## config.mk

```make
export PLATFORM = sky130hd
export DESIGN_NAME = phase_timer
export DESIGN_NICKNAME = d
export VERILOG_FILES = /design/src/rtl/phase_timer.sv
export SDC_FILE = /design/constraint.sdc
export NUM_CORES = 1
export LEC_CHECK = 0
export BUFFER_PORTS_ARGS = -buffer_cell sky130_fd_sc_hd__buf_2
export CAP_MARGIN = 15
export CORE_ASPECT_RATIO = 1.1
export CORE_MARGIN = 2
export CORE_UTILIZATION = 55
export DETAILED_ROUTE_END_ITERATION = 8
export MAX_ROUTING_LAYER = met4
export PLACE_DENSITY = 0.8
export SYNTH_ARGS = -nofsm -noshare
export SYNTH_HDL_FRONTEND = slang
export SYNTH_SLANG_ARGS = --single-unit
```

## constraint.sdc

```tcl
create_clock -name clk -period 5.4 [get_ports clk]
set_clock_uncertainty 0.15 [all_clocks]
set_input_delay 0.27 -clock clk [delete_from_list [all_inputs] [get_ports clk]]
set_output_delay 0.27 -clock clk [all_outputs]
set_load 0.02 [all_outputs]
```

## src/rtl/phase_timer.sv

```systemverilog
// Traffic-light phase countdown: finished pulses every N*prescale+2 cycles; restart yields FIN next clock.
// Everything holds while enable_general=0. Define PHASE_TIMER_FAST_SIM_EN to force a prescale of 10.
module phase_timer #(
  parameter int PRESCALE = 10000
) (
  input  logic        clk,
  input  logic        reset,
  input  logic        enable_general,
  input  logic        restart,
  input  logic [15:0] secondsToCount,
  output logic        finished,
  output logic [15:0] seconds_left,
  output logic        tick_1hz,
  output logic        busy
);

`ifdef PHASE_TIMER_FAST_SIM_EN
  // PRESCALE is referenced only to keep the parameter visible; the fast build always uses 10.
  localparam int EFF_PRESCALE = (PRESCALE > 0) ? 10 : 10;
`else
  localparam int EFF_PRESCALE = PRESCALE;
`endif
  localparam int PW = (EFF_PRESCALE > 1) ? $clog2(EFF_PRESCALE) : 1;
  localparam logic [PW-1:0] PRESC_LAST = PW'(EFF_PRESCALE - 1);

  typedef enum logic [1:0] {IDLE, FIN, LOAD, RUN} state_t;

  state_t        state;
  state_t        state_nxt;
  logic [PW-1:0] presc;
  logic          wrap;
  logic          last_sec;

  assign wrap     = (state == RUN) && enable_general && (presc == PRESC_LAST);
  assign last_sec = (seconds_left <= 16'd1);

  always_ff @(posedge clk or negedge reset) begin
    if (!reset) begin
      state <= IDLE;
    end else begin
      state <= state_nxt;
    end
  end

  // A restart seen while already in FIN is satisfied by the pulse in flight, so
  // finished can never fire on two consecutive cycles.
  always_comb begin
    state_nxt = state;
    if (enable_general) begin
      if (restart) begin
        state_nxt = (state == FIN) ? LOAD : FIN;
      end else begin
        case (state)
          IDLE:    state_nxt = FIN;
          FIN:     state_nxt = LOAD;
          LOAD:    state_nxt = RUN;
          RUN:     state_nxt = (wrap && last_sec) ? FIN : RUN;
          default: state_nxt = IDLE;
        endcase
      end
    end
  end

  always_ff @(posedge clk or negedge reset) begin
    if (!reset) begin
      presc        <= '0;
      seconds_left <= '0;
    end else if (enable_general) begin
      if (state == LOAD) begin
        presc        <= '0;
        seconds_left <= (secondsToCount == 16'd0) ? 16'd1 : secondsToCount;
      end else if (state == RUN) begin
        if (wrap) begin
          presc <= '0;
          if (seconds_left != 16'd0) begin
            seconds_left <= seconds_left - 16'd1;
          end
        end else begin
          presc <= presc + PW'(1);
        end
      end
    end
  end

  always_comb begin
    finished = enable_general && (state == FIN);
    tick_1hz = wrap;
    busy     = (state == RUN);
  end

endmodule

```

Word level (Yosys, flattened, before mapping)
Cells that the tools add are included.

storage, ports and cells
  register bits after elaboration = 32
  input bits = 20
  output and inout port bits = 19
  word-level logic and storage cells = 34

cells by class
  add/subtract/negate cells = 2
  magnitude comparators = 1
  equal/unequal tests = 4
  muxes and demuxes = 12
  reductions and logical operators = 12

operators with widths
  kind                     number
  $mux W16                 5
  $mux W14                 3
  $le A16 B1 Y1 const B    1
  $logic_not A16 Y1        1
  $reduce_bool A16 Y1      1
  $sub A16 B1 Y16 const B  1
  $add A14 B1 Y14 const B  1
  $eq A14 B14 Y1 const B   1
  $pmux W2 S4              1
  $mux W2                  3
  $reduce_bool A2 Y1       3
  $eq A2 B2 Y1 const B     2
  $logic_and A1 B1 Y1      4
  $reduce_and A4 Y1        1
  $eq A2 B1 Y1 const B     1
  $logic_not A2 Y1         1
  $reduce_and A2 Y1        1

Depth between registers and ports, before layout
Gate-level depths: netlist of run 1.

  depth after elaboration = 7
  mapped depth = 8
  gate-level depth less buffers = 7

Least setup slack after synthesis of run 1
OpenSTA, ideal clock, no wires.

  kind = register to register
  start point = register seconds_left[0]
  end point = register seconds_left[0]
  setup time = 124 ps
  data arrival time = 2016 ps
  data required time = 5126 ps
  slack = 3110 ps
  stages on the path, launching flop included = 8
  path buffers = 0
  cells stage by stage = dfrtp_1 -> inv_1 -> ha_1 -> or3b_2 -> nor3_1 -> and2_1 -> nor4_1 -> a211o_1

on the way
  word-level cells in the longest chain between the ends = 5

RTL lines
  element                 RTL line  source
  from (decl)             12        output logic [15:0] seconds_left,
  from (signal assigned)  71        seconds_left <= (secondsToCount == 16'd0) ? 16'd1 : secondsToCount;
  from (signal assigned)  76        seconds_left <= seconds_left - 16'd1;
  $sub A16 B1 Y16         76
  $mux W16                75        if (seconds_left != 16'd0) begin
  $mux W16                73        if (wrap) begin
  $mux W16                72        end else if (state == RUN) begin
  $mux W16                69        if (state == LOAD) begin

Parallel ways exist; a longest one is shown, timed or not. The select of a mux whose other input is x is not followed.
A chain may end at the register's enable or synchronous reset.

Worst setup path after layout of run 1
  start point = register seconds_left[0]
  end point = register seconds_left[10]

Same word-level chain as after synthesis.

==> results.py, run 1 <==
metrics = {
    "hold_path": {
        "hold_start": "secondsToCount[5]",
        "hp-class": "in -> reg",
    },
    "global_routing": {
        "global_route_wire_length_before_repair_microns": 8070,
        "groute.usage.overall_pct": 27.4,
        "antenna_found_initial": 0,
        "first_global_vias": 1781,
        "grt_max_degree": 37,
        "gr-total-overflow": 0,
    },
    "finish": {
        "post-route-util_pct": 67.6,
        "final_net_count": 291,
        "antenna_cells": 0,
        "design_area_sq_mm": 0.00229,
        "area_growth_syn_to_layout_pct": 15.9,
        "post_route_cells_drive_above_1_share_pct": 22.3,
    },
    "die": {
        "initial_utilization_pct": 58.3,
        "fp.dieArea_sq_mm": 0.00408,
        "coreArea_sq_mm": 0.00339,
        "io_pins": 39,
        "rows": 22,
        "fp.dieH_microns": 66.8,
        "die_w_microns": 61.1,
    },
    "route": {
        "post-route-drc-count": 0,
        "initialDrtViolationCount": 169,
        "wire_per_inst_microns": 15.3,
        "via_count": 1905,
        "first_pass_iters": 8,
        "total_detailed_routing_wirelength_microns": 4850,
        "drtAntennaViolNets": 0,
        "detail_route.vias_per_cell": 6.01,
    },
    "placement": {
        "dp_hpwl_microns": 3420,
        "finalWeightedCongestion": 0.910,
        "post_place_cell_area_sq_mm": 0.00218,
        "port-buffer-count": 38,
    },
    "timing": {
        "achievable-frequency_mhz": 403,
        "period_utilization_pct": 46.0,
        "timing.final.hold_violations": 0,
        "worst_pin_slew_ns": 0.706,
        "timing.max_slew.rel_slack_pct": 53.0,
        "setup_tns_ns": 0,
        "final-setup-viol-count": 0,
        "rsz0062_at_grt": "false",
        "timing.final.max_slew_violations": 0,
        "final.min_clock_period_ns": 2.48,
    },
    "synth": {
        "syn_inst": 232,
        "yosys_warnings": 0,
        "syn_area_sq_mm": 0.00197,
        "postSynthNetCount": 255,
        "synthesis.area_per_instance_sq_um": 8.50,
        "ys_top_cells_by_count": "34 x sky130_fd_sc_hd__nor2_1, 32 x sky130_fd_sc_hd__dfrtp_1, 19 x sky130_fd_sc_hd__o21ai_1, 18 x sky130_fd_sc_hd__nand2_1",
        "synthDistinctLibCells": 47,
        "asyncSetResetFlopFracSynth_pct": 100,
        "yosys_register_bits": 32,
        "ys_top_cells_by_area": "sky130_fd_sc_hd__dfrtp_1 41%, sky130_fd_sc_hd__nor2_1 6.5%, sky130_fd_sc_hd__o21ai_1 4.8%",
        "synth.most_common_cell": "sky130_fd_sc_hd__nor2_1",
        "yosys_most_used_dff": "sky130_fd_sc_hd__dfrtp_1",
        "fraction_of_the_yosys_area_taken_by_sequential_cells_pct": 40.6,
        "synth.largest_area_cell": "sky130_fd_sc_hd__dfrtp_1",
        "synth_enable_flop_cells": 0,
        "synth_top_cell_area_share_pct": 40.6,
    },
    "power": {
        "netSwitchingFraction_pct": 46.2,
        "power.internal_uw": 643,
        "power.leakage_nw": 1.00,
        "power_per_cell_area_mw_per_mm2": 523,
        "power_frac_seq_pct": 34.0,
        "max_ir_drop_vdd_mv": 0.330,
        "net-switching-power_uw": 552,
        "clockPowerShare_pct": 17.4,
        "pwr-share-comb_pct": 48.6,
    },
    "clock_tree": {
        "cts-buffers-inserted": 5,
        "cts.repair_timing.setup_buffer_count": 0,
        "cts_htree_levels": 2,
        "cts_resized": 0,
        "clk_transition_reported_paths_ns": 0.11,
        "ctsLongestPathBuffers": 2,
        "tritoncts": "yes",
        "cts_sinks": 32,
        "clk-insertion-delay-late_ns": 0.34,
        "cts.root.buffer_cell": "sky130_fd_sc_hd__clkbuf_4",
    },
    "setup_path": {
        "critPathArrivalTime_ns": 2.56,
        "setup.worst_path.start": "seconds_left[0]$_DFFE_PN0P_",
        "crit_path_max_fanout": 13,
        "timing.critical_path.to_type": "flip-flop",
        "start_kind": "flip-flop",
        "setup.worst_path.class": "reg -> reg",
        "cp.required_ns": 5.47,
        "regToRegStartpoint": "seconds_left[0]$_DFFE_PN0P_",
    },
    "run_status": {
        "run_status": "finished clean",
    },
    "run": {
        "max_cap_violations": 0,
    },
}
==> through the flow <==
stage                     instances  worst slack (ns)  hold slack (ns)  total power, mW
final                           317              2.92           0.0530             1.20
after global routing            317              2.81           0.0801             1.29
after CTS                       317              2.95           0.0605             1.19
after detailed placement        308              3.00            0.214            0.979
after global placement          308              3.05            0.209            0.974
after floorplan                 232              3.11           -0.176            0.826
==> logic make-up after synthesis <==
logic type	after synthesis	share of synthesized area [%]
xor+xnor	10	4.44
mux	1	0.507
flops	32	40.6
buf+inv	17	3.74
simple gates	106	29.0
fa+ha+maj	3	1.90
compound gates	63	19.8
==> area by class of cell <==
type	instances	area (sq um)
Tap cell	48	60.1
Sequential cell	32	801
Timing Repair Buffer	40	208
Clock inverter	1	30.0
Multi-Input combinational cell	183	1100
Fill cell	285	1100
Inverter	6	22.5
Clock buffer	7	65.1
==> cells in the final DEF, fill, tap and decap left out, types with 3 or more instances in the layout <==
cell type and instances:
sky130_fd_sc_hd__clkbuf_4 5, sky130_fd_sc_hd__a21oi_1 12, sky130_fd_sc_hd__xor2_1 6, sky130_fd_sc_hd__nor2_1 34, sky130_fd_sc_hd__nand2_1 18, sky130_fd_sc_hd__xnor2_1 4, sky130_fd_sc_hd__nand4_1 7, sky130_fd_sc_hd__buf_2 38
sky130_fd_sc_hd__o21ai_1 19, sky130_fd_sc_hd__o21ai_0 11, sky130_fd_sc_hd__ha_1 3, sky130_fd_sc_hd__a31oi_1 3, sky130_fd_sc_hd__nor3b_1 3, sky130_fd_sc_hd__nor3_1 9, sky130_fd_sc_hd__nor4_1 12, sky130_fd_sc_hd__and2_1 3
sky130_fd_sc_hd__a22oi_1 5, sky130_fd_sc_hd__dfrtp_1 32, sky130_fd_sc_hd__inv_1 6
==> critical path, cell delays in order, from the launching register on <==
cell and delay (ns):
sky130_fd_sc_hd__dfrtp_1 0.47, sky130_fd_sc_hd__inv_1 0.09, sky130_fd_sc_hd__ha_1 0.20, sky130_fd_sc_hd__or3b_2 0.49
sky130_fd_sc_hd__nor3_1 0.37, sky130_fd_sc_hd__nand2_1 0.24, sky130_fd_sc_hd__nand2_4 0.24, sky130_fd_sc_hd__o21ai_1 0.11
==> final timing paths <==
| kind | depth (start not counted) | slack [ns] | end |
|---|---|---|---|
| hold / removal | 3 | 0.05 | seconds_left[5]$_DFFE_PN0P_ |
| min in group asynchronous | 2 | 0.35 | seconds_left[4]$_DFFE_PN0P_ |
| setup / recovery | 7 | 2.92 | seconds_left[10]$_DFFE_PN0P_ |
| setup reg to reg | 7 | 2.92 | seconds_left[10]$_DFFE_PN0P_ |
| hold reg to reg | 2 | 0.38 | presc[1]$_DFFE_PN0P_ |
| max in group asynchronous | 2 | 4.29 | presc[7]$_DFFE_PN0P_ |
==> power groups by stage <==
stage	Clock [mW]	Sequential [mW]	Combinational, mW
CTS	0.211	0.405	0.575
global placement	0	0.409	0.565
finish	0.208	0.407	0.580
floorplan	0	0.442	0.385
detailed placement	0	0.409	0.570
global route	0.222	0.421	0.647
==> per-layer routing <==
| metal | share of wire [%] | global-route usage [%] |
|---|---|---|
| met1 | 44 | 35.0 |
| met2 | 48 | 42.4 |
| met3 | 6.5 | 6.80 |
| met4 | 1.5 | 8.97 |
| met5 | 0 | - |
==> timing repair <==
item	in CTS	in global routing
hold buffers	1	0
endpoints found under the hold margin	32	0
endpoints found under the setup margin	0	0
==> flip-flops by register name, indices dropped and copies added (netlist names) <==
signal        cells
seconds_left     16
presc            14
state             2
(Power assumes the default switching activity.)
==> inputs of run 2 (changes only) <==
==> constraint.sdc (replaced) <==
create_clock -name clk -period 2.4 [get_ports clk]
set_clock_uncertainty 0.15 [all_clocks]
set_input_delay 0.12 -clock clk [delete_from_list [all_inputs] [get_ports clk]]
set_output_delay 0.12 -clock clk [all_outputs]
set_load 0.02 [all_outputs]
==> results.py, run 2 (synthesis results as in run 1) <==
metrics = {
    "run_status": {
        "run_status": "finished clean",
    },
    "timing": {
        "timing.final.max_slew_violations": 0,
        "period_utilization_pct": 95.1,
        "tightest_hold_margin_ns": 0.0253,
        "final.min_clock_period_ns": 2.28,
        "worst_pin_slew_ns": 0.704,
        "achievable-frequency_mhz": 438,
        "timing.final.hold_violations": 0,
        "rsz0062_at_grt": "false",
        "timing.final.ws_setup_ns": 0.117,
        "timing.max_slew.rel_slack_pct": 53.1,
        "final-setup-viol-count": 0,
        "setup_tns_ns": 0,
    },
    "clock_tree": {
        "clk_transition_reported_paths_ns": 0.10,
        "cts-buffers-inserted": 5,
        "cts_sinks": 32,
        "clk-insertion-delay-late_ns": 0.34,
        "cts.root.buffer_cell": "sky130_fd_sc_hd__clkbuf_4",
        "tritoncts": "yes",
        "ctsLongestPathBuffers": 2,
        "cts_htree_levels": 2,
    },
    "global_routing": {
        "antenna_found_initial": 0,
        "gr-total-overflow": 0,
        "groute.usage.overall_pct": 31.4,
        "global_route_wire_length_before_repair_microns": 9140,
        "grt_max_degree": 33,
        "first_global_vias": 2056,
    },
    "finish": {
        "mostFrequentLayoutCells": "38 x sky130_fd_sc_hd__buf_2, 34 x sky130_fd_sc_hd__nor2_1, 32 x sky130_fd_sc_hd__dfrtp_1",
        "mostFrequentLayoutCell": "sky130_fd_sc_hd__buf_2",
        "antenna_cells": 0,
        "post_layout_cell_count": 343,
        "largest_register_ff_count": 16,
        "top_register": "seconds_left",
        "num-fill-cells": 273,
        "final_net_count": 317,
        "area_growth_syn_to_layout_pct": 27.4,
        "biggestRegsByFlops": "seconds_left x16, presc x14, state x2",
        "post_route_cells_drive_above_1_share_pct": 24.1,
    },
    "power": {
        "max_ir_drop_vdd_mv": 0.881,
        "power_per_cell_area_mw_per_mm2": 1110,
        "power.leakage_nw": 1.12,
        "power.total_mw": 2.80,
    },
    "die": {
        "io_pins": 39,
        "fp.dieH_microns": 66.8,
        "coreArea_sq_mm": 0.00339,
        "die_w_microns": 61.1,
        "initial_utilization_pct": 58.3,
        "fp.dieArea_sq_mm": 0.00408,
        "rows": 22,
    },
    "setup_path": {
        "setup.worst_path.class": "reg -> reg",
        "critPathArrivalTime_ns": 2.36,
        "cp.required_ns": 2.48,
        "crit_path_max_fanout": 5,
        "start_kind": "flip-flop",
        "timing.critical_path.to_type": "flip-flop",
    },
    "route": {
        "detail_route.vias_per_cell": 6.01,
        "total_detailed_routing_wirelength_microns": 5650,
        "drtAntennaViolNets": 0,
        "first_pass_iters": 4,
        "post-route-drc-count": 0,
        "wire_per_inst_microns": 16.5,
        "initialDrtViolationCount": 129,
        "via_count": 2060,
    },
    "run": {
        "max_cap_violations": 0,
    },
    "placement": {
        "finalWeightedCongestion": 0.917,
        "dp_hpwl_microns": 3840,
        "placement.setup.worst_slack_ns": 0.138,
        "port-buffer-count": 38,
        "place_inst": 318,
    },
    "hold_path": {
        "hp-class": "in -> reg",
    },
}
run 2: routing by layer:
metal  track usage (%)  vias to the layer above  wire length (microns)
met5                 -                        -                      0
met2              53.3                       89                   2980
met3              4.85                       12                    270
li1                  -                      970                      -
met4              14.4                        0                    111
met1              35.7                      989                   2280
run 2: report_power, final:
part,switching [mW],internal (mW),leakage [nW],total [mW]
Clock,0.191,0.218,0.0422,0.410
Combinational,0.903,0.573,0.651,1.48
Sequential,0.220,0.691,0.422,0.911
Total,1.31,1.48,1.12,2.80
run 2: final timing paths:
kind / to / cells past startpoint / slack (ns) / from
setup / recovery: seconds_left[14]$_DFFE_PN0P_ / 7 / 0.12 / seconds_left[1]$_DFFE_PN0P_
hold / removal: state[1]$_DFFE_PN0P_ / 4 / 0.03 / restart
setup reg to reg: seconds_left[14]$_DFFE_PN0P_ / 7 / 0.12 / seconds_left[1]$_DFFE_PN0P_
hold reg to reg: presc[0]$_DFFE_PN0P_ / 1 / 0.39 / presc[0]$_DFFE_PN0P_
max in group asynchronous: presc[4]$_DFFE_PN0P_ / 2 / 1.43 / reset
min in group asynchronous: state[1]$_DFFE_PN0P_ / 2 / 0.21 / reset
run 2: final cells by class:
class                   count  area, sq um  area share (%)
repair buffers             66          443            17.6
clock inverters             2         35.0            1.39
well taps                  48         60.1            2.39
multi-input cells         183         1110            44.2
clock buffers               6         41.3            1.64
flip-flops and latches     32          801            31.9
inverters                   6         22.5           0.896
run 2: stage by stage:
step                util [%]  area (sq um)
floorplan                  -          1970
global placement        66.7          2260
detailed placement      66.7          2260
CTS                     73.9          2500
global route            74.2          2510
finish                  74.2          2510
run 2: worst max-delay path, stage by stage (launching register included):
cell and delay [ns]:
sky130_fd_sc_hd__dfrtp_1 0.44, sky130_fd_sc_hd__inv_1 0.12, sky130_fd_sc_hd__ha_1 0.17, sky130_fd_sc_hd__or3b_2 0.50, sky130_fd_sc_hd__nor4_1 0.36, sky130_fd_sc_hd__a21oi_1 0.14
sky130_fd_sc_hd__o31ai_1 0.21, sky130_fd_sc_hd__o21ai_1 0.09
run 2: repair_timing:
action,in CTS,in global routing
buffers inserted,0,0
resized for setup,0,2
endpoints found under the setup margin,0,2
hold buffers,17,0
endpoints found under the hold margin,49,0
